[src/rtl/seq_detect_multi.sv]
// seq_detect_multi
//   Serial multi-pattern sequence detector. Shifts din into a history register
//   on each din_vld beat. It compares the history against NUM_PAT
//   runtime-programmable patterns, and each pattern has its own length.
//   Matches come out as a registered one-cycle pulse per slot. A saturating
//   counter records how many beats matched at least one slot.
//
// Ports
//   clk, rst_n      clock (rising edge), asynchronous active-low reset
//   clear           sync clear of fill, match outputs and counter
//   mode_overlap    1 = overlapping detection, 0 = non-overlapping
//   cfg_we/idx/pat/len/en   pattern slot write port (bit0 = most recent bit)
//   din_vld, din    serial input bit and its qualifier
//   match           one-cycle pulse, some slot matched on the previous beat
//   match_id        per-slot mask of the slots that matched
//   match_cnt       saturating count of matching beats
module seq_detect_multi #(
    parameter int SEQ_WIDTH = 8,
    parameter int NUM_PAT   = 4,
    parameter int CNT_WIDTH = 16,
    parameter logic [NUM_PAT*SEQ_WIDTH-1:0] INIT_PAT =
        {8'h00, 8'h00, 8'b00101110, 8'b00111000},
    parameter int INIT_LEN  = 6,
    parameter logic [NUM_PAT-1:0] INIT_EN = 4'b0011,
    localparam int IDX_W = (NUM_PAT > 1) ? $clog2(NUM_PAT) : 1,
    localparam int LEN_W = $clog2(SEQ_WIDTH + 1)
) (
    input  logic                 clk,
    input  logic                 rst_n,
    input  logic                 clear,
    input  logic                 mode_overlap,
    input  logic                 cfg_we,
    input  logic [IDX_W-1:0]     cfg_idx,
    input  logic [SEQ_WIDTH-1:0] cfg_pat,
    input  logic [LEN_W-1:0]     cfg_len,
    input  logic                 cfg_en,
    input  logic                 din_vld,
    input  logic                 din,
    output logic                 match,
    output logic [NUM_PAT-1:0]   match_id,
    output logic [CNT_WIDTH-1:0] match_cnt
);

    localparam logic [CNT_WIDTH-1:0] CNT_MAX = '1;
    localparam logic [LEN_W-1:0]     FILL_MAX = LEN_W'(SEQ_WIDTH);

    logic [SEQ_WIDTH-1:0] hist_q, hist_d;
    logic [LEN_W-1:0]     fill_q, fill_d;
    logic [NUM_PAT-1:0]   match_id_q;
    logic [CNT_WIDTH-1:0] cnt_q;
    logic [NUM_PAT-1:0]   hit;

    // History as it will be after this beat, so the bit arriving now takes
    // part in the comparison.
    assign hist_d = {hist_q[SEQ_WIDTH-2:0], din};

    for (genvar i = 0; i < NUM_PAT; i++) begin : g_slot
        logic [SEQ_WIDTH-1:0] pat_q;
        logic [LEN_W-1:0]     len_q;
        logic                 en_q;
        logic [LEN_W-1:0]     l_eff;
        logic [SEQ_WIDTH-1:0] mask;

        // A programmed length beyond the history depth is clamped to it.
        always_comb begin
            l_eff = (len_q > FILL_MAX) ? FILL_MAX : len_q;
            mask  = '0;
            for (int b = 0; b < SEQ_WIDTH; b++)
                mask[b] = (b < int'(l_eff));
        end

        // Fill counts valid bits since reset, clear or a non-overlap match.
        // The +1 counts the current bit, so stale history never matches.
        assign hit[i] = din_vld && en_q && (l_eff != '0) &&
                        (({1'b0, fill_q} + (LEN_W+1)'(1)) >= {1'b0, l_eff}) &&
                        (((hist_d ^ pat_q) & mask) == '0);

        // Out-of-range cfg_idx values match no slot and are dropped.
        always_ff @(posedge clk or negedge rst_n) begin
            if (!rst_n) begin
                pat_q <= INIT_PAT[i*SEQ_WIDTH +: SEQ_WIDTH];
                len_q <= LEN_W'(INIT_LEN);
                en_q  <= INIT_EN[i];
            end else if (cfg_we && cfg_idx == IDX_W'(i)) begin
                pat_q <= cfg_pat;
                len_q <= cfg_len;
                en_q  <= cfg_en;
            end
        end
    end

    always_comb begin
        fill_d = fill_q;
        if (!mode_overlap && |hit)
            fill_d = '0;
        else if (fill_q != FILL_MAX)
            fill_d = fill_q + LEN_W'(1);
    end

    always_ff @(posedge clk or negedge rst_n) begin
        if (!rst_n) begin
            hist_q     <= '0;
            fill_q     <= '0;
            match_id_q <= '0;
            cnt_q      <= '0;
        end else if (clear) begin
            // Clear wins over a same-cycle beat: the bit is dropped.
            fill_q     <= '0;
            match_id_q <= '0;
            cnt_q      <= '0;
        end else begin
            match_id_q <= hit;
            if (din_vld) begin
                hist_q <= hist_d;
                fill_q <= fill_d;
            end
            if (|hit && cnt_q != CNT_MAX)
                cnt_q <= cnt_q + CNT_WIDTH'(1);
        end
    end

    assign match     = |match_id_q;
    assign match_id  = match_id_q;
    assign match_cnt = cnt_q;

endmodule
[config.mk]
export PLATFORM = sky130hd
export DESIGN_NAME = seq_detect_multi
export DESIGN_NICKNAME = d
export VERILOG_FILES = /design/src/rtl/seq_detect_multi.sv
export SDC_FILE = /design/constraint.sdc
export NUM_CORES = 1
export LEC_CHECK = 0
export CORE_MARGIN = 2
export CORE_UTILIZATION = 40
export CTS_CLUSTER_SIZE = 10
export DETAILED_ROUTE_END_ITERATION = 8
export GPL_TIMING_DRIVEN = 0
export MAX_ROUTING_LAYER = met4
export PLACE_DENSITY = 0.66
export SETUP_SLACK_MARGIN = 0.5
export SLEW_MARGIN = 10
export SYNTH_ARGS = -nofsm -noshare
export SYNTH_HDL_FRONTEND = slang
export SYNTH_SLANG_ARGS = --single-unit
[constraint.sdc]
create_clock -name clk -period 2.8 [get_ports clk]
set_input_delay 0.42 -clock clk [delete_from_list [all_inputs] [get_ports clk]]
set_output_delay 0.42 -clock clk [all_outputs]
set_load 0.02 [all_outputs]
==> impl_results.rst, run 1 <==
.. list-table::
   :header-rows: 1

   * - Metric
     - Value
   * - Initial core utilization
     - 0.413
   * - Clock tree root driver cell
     - clkbuf_16
   * - Antenna Cells
     - 0
   * - Post-synth net total
     - about 450
   * - Ranking of synthesized cells by instance count
     - dfrtp_1 (66), mux2_2 (58), a21oi_1 (27)
   * - Die width
     - 110 um
   * - Number of global-route vias before repair
     - around 3400
   * - First-pass GRT wire length
     - ~17 mm
   * - Fraction of met1 tracks used by global routing
     - 0.242
   * - Area share of the largest cell type after synthesis
     - 0.366
   * - Met2 Track Usage GR
     - 0.312
   * - Overflow left after global routing
     - 0
   * - Class of the tightest hold or removal check
     - input port to async pin
   * - Area leader, netlist
     - dfrtp_1
   * - Clock-pin slew of the registers on the worst-case setup and hold paths
     - about 60 ps
   * - Detailed Route WL
     - around 10 mm
   * - Part of the cycle the worst path needs
     - 0.937
   * - 1st-pass router iterations
     - 4
   * - Number of distinct standard cells referenced by the synthesized netlist
     - 50
   * - Reported leakage power
     - 2.31 nW
   * - Number of buffers inserted by hold repair at cts
     - 0
   * - Ratio of cells with drive above 1 in the final layout
     - 0.321
   * - Placed cell count
     - a little under 600
   * - CP required
     - around 3000 ps
   * - Nature of the critical path startpoint
     - flip-flop
   * - Final Skew
     - ~9.6 ps
   * - Transition at the pin with the smallest max-transition slack
     - 813 ps
   * - Number of instances in the synthesized netlist
     - around 410
   * - Top FF cell, synth
     - dfrtp_1
   * - H-tree levels
     - 3
   * - Final Hold Vio Count
     - 0
   * - Number of violations of the max-capacitance limit
     - 0
   * - Port bufs
     - 40
   * - GP Congestion
     - approximately 0.87
   * - Mapped Avg Cell Area
     - 11.0 sq um
   * - Area after DPL
     - ~5200 sq um
   * - Seq cells post-synth
     - 83
   * - Cell area after layout
     - 5770 sq um
   * - GRT Util Overall
     - 0.193
   * - Share of synthesized area occupied by flip-flops and latches
     - 0.465
   * - P&R area growth vs syn
     - 27.9%
   * - Cell area after synthesis
     - around 4500 sq um
   * - Largest cells by area after synthesis
     - dfrtp_1 (37%), mux2_2 (14%), dfstp_2 (9.9%)
   * - Number of vias in the routed layout
     - ~3300
   * - Y dimension of the die
     - between 100 and 150 um
   * - Kind of critical path
     - flip-flop to flip-flop
   * - Maximum vdd ir drop
     - 447 uV
   * - Pin count of the biggest net entering global routing
     - 44
   * - Headroom to the max-slew limit
     - 0.458
   * - Num CTS Buffers
     - 9
   * - Final non-filler cell total
     - just over 600
   * - Worst hold margin
     - approximately 64 ps
   * - Remaining design rule violation count
     - 0
   * - Insertion delay to the later sink of the worst-skew pair
     - 340 ps
   * - Maximum net fanout on the critical path
     - 6
   * - Number of pins with negative max-slew slack in the final report
     - 0
   * - IO Count
     - 43
   * - Initial antenna violation count
     - 0
   * - Asr flop ratio synth
     - 1.00
   * - Setup slack, reg-to-reg
     - 180 ps
   * - Clk sink count
     - 83
   * - CTS tree
     - yes
   * - DPL Wire Length
     - around 7.6 mm
   * - Per-cell via count in the routed design
     - 5.37
   * - Most common cell in the synthesized netlist
     - dfrtp_1
   * - Warnings, synthesis
     - 0
   * - Highest Clock Rate
     - approximately 380 MHz
   * - Post-DR wirelength/cell
     - about 17 um
   * - Number of setup violations in the final report
     - 0
   * - Grt met3 use
     - 0.0347
   * - Die footprint
     - roughly 12000 sq um
   * - Crit path capture type
     - flip-flop
   * - Unrepaired setup endpoints after global routing
     - yes
   * - Final-stage net count
     - 516
   * - Final worst path period need
     - around 2600 ps
   * - Critical path data arrival time
     - approximately 2900 ps
   * - CORE AREA
     - 10900 sq um
   * - Result of the run
     - finished clean
   * - Busiest metal layer after global routing
     - met2
   * - Initial DRC count
     - approximately 250
   * - PD cells
     - around 700 nW/um^2
   * - Worst-case clock buffer depth
     - 2
   * - Number of enable-type register cells in the synthesized netlist
     - 0
   * - Count of nets left with antenna violations after detail routing
     - 0
   * - Number of placement rows
     - 38
placed cells by master, fill, tap and decap left out, drive strengths merged, types with 2 or more instances in the layout:
| cell | count |
|---|---|
| ha | 19 |
| and3 | 5 |
| nor2b | 6 |
| nor3 | 5 |
| buf | 27 |
| nand2b | 8 |
| dfrtp | 66 |
| nand2 | 16 |
| bufinv | 2 |
| a21oi | 27 |
| inv | 13 |
| nand4 | 3 |
| nand3 | 15 |
| o21ai | 28 |
| nand3b | 3 |
| a211oi | 6 |
| mux2 | 58 |
| xor2 | 11 |
| o211ai | 2 |
| a21o | 2 |
| clkdlybuf4s50 | 39 |
| o2111ai | 3 |
| nor2 | 21 |
| or3 | 15 |
| clkbuf | 17 |
| nor3b | 4 |
| xnor2 | 25 |
| dfstp | 17 |
path summary, 6_finish.rpt:
kind,depth (start not counted),start,to
max,13,fill_q[0]$_DFFE_PN0P_,match_cnt[5]$_DFFE_PN0P_
min reg2reg,1,g_slot[2].en_q$_DFFE_PN0P_,g_slot[2].en_q$_DFFE_PN0P_
min,1,rst_n,fill_q[1]$_DFFE_PN0P_
max reg2reg,13,fill_q[0]$_DFFE_PN0P_,match_cnt[5]$_DFFE_PN0P_
max in group asynchronous,2,rst_n,g_slot[0].pat_q[5]$_DFFE_PN1P_
min in group clk,2,din,hist_q[0]$_DFFE_PN0P_
state kept, by name, indices dropped and copies added (netlist names):
name	count
g_slot.pat_q	32
fill_q	4
g_slot.len_q	16
match_id	4
match_cnt	16
g_slot.en_q	4
hist_q	7
logic make-up (layout without fill, tap and decap cells):
| family | count (synthesis) | count (layout) | synth area share |
|---|---|---|---|
| AO/OA/AOI/OAI | 77 | 77 | 0.107 |
| buffers and inverters | 30 | 99 | 0.0308 |
| XOR/XNOR | 36 | 36 | 0.0698 |
| adder cells (fa/ha/maj) | 19 | 19 | 0.0527 |
| flip-flops | 83 | 83 | 0.465 |
| multiplexers | 59 | 59 | 0.147 |
| AND/OR/NAND/NOR | 107 | 107 | 0.128 |
critical path: stages (launching register included):
cell       delay [ps]
dfrtp_2           460
buf_6             160
buf_6             110
ha_4              240
nand2b_4          110
a21oi_2            60
nor2b_4           110
o21ai_2            70
a2111oi_4         400
o21ai_2           120
buf_6             160
buf_4             130
or3_1             310
a21oi_2           110
report_power, final:
| group | leakage (nW) | total (mW) | switching (mW) | internal, mW |
|---|---|---|---|---|
| clock | 0.156 | 1.30 | 0.505 | 0.794 |
| sequential | 1.00 | 1.57 | 0.149 | 1.42 |
| combinational | 1.15 | 1.17 | 0.580 | 0.593 |
routing by layer:
metal / vias to the layer above / wire length, um
li1: 1599 / -
met1: 1649 / 4750
met2: 68 / 5120
met3: 14 / 391
met4: 0 / 167
met5: - / 0
what timing repair did:
item	4_1_cts	5_1_grt
gates resized for setup	23	13
cloned	1	0
pin swaps	11	8
setup endpoints to repair	28	20
setup buffers	9	2
per-stage QoR:
| stage | total power [mW] | setup TNS (ps) | utilization | setup slack [ps] |
|---|---|---|---|---|
| floorplan | 2.34 | 0 | - | 366 |
| global placement | 2.62 | -121390 | 0.471 | -1960 |
| detailed placement | 2.65 | -37.9 | 0.473 | -37.9 |
| CTS | 4.04 | 0 | 0.521 | 178 |
| global route | 4.27 | 0 | 0.528 | 48.1 |
| finish | 4.04 | 0 | 0.528 | 177 |
area by class of cell:
class                           count  area (sq um)
Clock buffer                       10           229
Tap cell                          140           175
Clock inverter                      6          96.3
Fill cell                        1006          5160
Sequential cell                    83          2100
Timing Repair Buffer               53           536
Inverter                           10          37.5
Multi-Input combinational cell    298          2480
Buffer                             20           111
No activity file was read; power rests on OpenSTA's default activity.
==> run 2, diff against run 1 <==
- CTS_CLUSTER_DIAMETER: default -> 200
- SETUP_SLACK_MARGIN: 0.5 -> default
==> impl_results.rst, run 2 (synthesis gave the netlist of run 1 again) <==
.. list-table::
   :header-rows: 1

   * - Metric
     - Value
   * - P&R area growth vs syn
     - 21.5%
   * - Maximum vdd ir drop
     - approximately 460 uV
   * - Final Skew
     - about 9 ps
   * - First-pass GRT wire length
     - around 17 mm
   * - Layout Utilization
     - 0.502
   * - Die width
     - 110 um
   * - Part of the cycle the worst path needs
     - 0.956
   * - Final worst path period need
     - about 2700 ps
   * - Register with the most flip-flops
     - g_slot.pat_q
   * - CORE AREA
     - ~11000 sq um
   * - Maximum net fanout on the critical path
     - 6
   * - Class of the tightest hold or removal check
     - input port to async pin
   * - Worst hold margin
     - 81.0 ps
   * - H-tree levels
     - 3
   * - Antenna Cells
     - 0
   * - Number of pins with negative max-slew slack in the final report
     - 0
   * - 1st-pass router iterations
     - 4
   * - Number of setup violations in the final report
     - 0
   * - Most frequent cells in the layout
     - dfrtp_1 (65), mux2_2 (58), clkdlybuf4s50_1 (39)
   * - Fillers
     - 1004
   * - Remaining design rule violation count
     - 0
   * - Clock-pin slew of the registers on the worst-case setup and hold paths
     - around 60 ps
   * - Result of the run
     - finished clean
   * - Crit path capture type
     - flip-flop
   * - Number of global-route vias before repair
     - 3300
   * - Initial antenna violation count
     - 0
   * - Num CTS Buffers
     - 9
   * - Overflow left after global routing
     - 0
   * - Number of vias in the routed layout
     - 3312
   * - Final-stage net count
     - around 510
   * - Nature of the critical path startpoint
     - flip-flop
   * - Headroom to the max-slew limit
     - 0.468
   * - IO Count
     - 43
   * - Final Hold Vio Count
     - 0
   * - Initial DRC count
     - approximately 190
   * - Kind of critical path
     - flip-flop to flip-flop
   * - Die footprint
     - approximately 12000 sq um
   * - PnR worst setup slack
     - between 100 and 150 ps
   * - Highest Clock Rate
     - roughly 370 MHz
   * - Worst-case clock buffer depth
     - 2
   * - PD cells
     - around 690 nW/um^2
   * - Ratio of cells with drive above 1 in the final layout
     - 0.263
   * - DPL Wire Length
     - around 7.5 mm
   * - GRT Util Overall
     - 0.183
   * - Number of violations of the max-capacitance limit
     - 0
   * - Count of nets left with antenna violations after detail routing
     - 0
   * - CP required
     - ~3000 ps
   * - Clock tree root driver cell
     - clkbuf_16
   * - Post-DR wirelength/cell
     - 16.7 um
   * - Area after DPL
     - a little over 5000 sq um
   * - Port bufs
     - 40
   * - Detailed Route WL
     - just over 10 mm
   * - Clk sink count
     - between 80 and 90
   * - Insertion delay to the later sink of the worst-skew pair
     - roughly 330 ps
   * - Number of placement rows
     - 38
   * - Initial core utilization
     - 0.413
   * - CTS tree
     - yes
   * - Per-cell via count in the routed design
     - about 5.4
   * - Pin count of the biggest net entering global routing
     - 44
   * - Unrepaired setup endpoints after global routing
     - no
   * - GP Congestion
     - roughly 0.87
   * - Y dimension of the die
     - around 110 um
   * - Transition at the pin with the smallest max-transition slack
     - between 700 and 800 ps
   * - Critical path data arrival time
     - about 2900 ps
   * - TNS Setup
     - 0 ps
   * - Post-placement setup slack
     - -447 ps
   * - Cell area after layout
     - 5490 sq um
   * - Flip-flop count of the largest register after layout
     - 32
   * - Most common cell after layout, fill and taps aside
     - dfrtp_1
   * - Reported leakage power
     - roughly 2.2 nW
[run 2: cell types whose count changed in the layout (fill, tap and decap cells not counted), sizes merged]
cell | previous run | this run
bufinv | 2 | 0
clkinv | 0 | 4
buf | 27 | 19
inv | 13 | 11
[run 2: final cells by class]
| cell class | count | area (sq um) | area share |
|---|---|---|---|
| Multi-Input combinational cell | 298 | 2340 | 0.426 |
| Sequential cell | 83 | 2100 | 0.383 |
| Timing Repair Buffer | 46 | 453 | 0.0826 |
| Clock buffer | 10 | 239 | 0.0436 |
| Tap cell | 140 | 175 | 0.0319 |
| Buffer | 19 | 96.3 | 0.0176 |
| Clock inverter | 6 | 50.0 | 0.00912 |
| Inverter | 10 | 37.5 | 0.00684 |
[run 2: per-stage QoR]
step | std cells | total power, mW
final | 612 | 3.76
after global routing | 612 | 3.99
after CTS | 608 | 3.77
after detailed placement | 592 | 2.62
after global placement | 591 | 2.59
after floorplan | 411 | 2.32
[run 2: final timing paths]
path	cells past startpoint	end	slack, ps	startpoint
worst max-delay path	11	match_cnt[1]$_DFFE_PN0P_	120	g_slot[0].len_q[3]$_DFFE_PN0P_
worst min-delay path	1	fill_q[2]$_DFFE_PN0P_	80	rst_n
worst max register to register	11	match_cnt[1]$_DFFE_PN0P_	120	g_slot[0].len_q[3]$_DFFE_PN0P_
worst min register to register	1	g_slot[2].en_q$_DFFE_PN0P_	500	g_slot[2].en_q$_DFFE_PN0P_
max in group asynchronous	2	g_slot[1].pat_q[5]$_DFFE_PN1P_	2050	rst_n
min in group clk	2	hist_q[0]$_DFFE_PN0P_	430	din
[run 2: power by group]
| part | switching [mW] | internal [mW] |
|---|---|---|
| registers | 0.152 | 1.42 |
| clock network | 0.492 | 0.634 |
| logic | 0.537 | 0.524 |
| total | 1.18 | 2.58 |
[run 2: critical path: stages, from the launching register on]
cell      delay [ps]
dfrtp_1          450
and2b_1          230
ha_1             290
nand2b_1         160
a21o_1           170
a21o_1           180
a211oi_2         260
o211ai_2         160
o21ai_4          250
buf_6            160
mux2i_1          190
nor2_1            50
[run 2: repair_timing]
action,4_1_cts,5_1_grt
hold buffers,0,0
gates cloned,0,2
buffers inserted,1,2
pin swaps,0,3
endpoints found under the setup margin,16,16
resized for setup,2,15
[run 2: metal layers]
metal	part of all wire	vias to the layer above	track usage
li1	-	1578	-
met1	0.46	1654	0.231
met2	0.49	68	0.303
met3	0.039	12	0.0359
met4	0.015	0	0.0500
met5	0	-	-
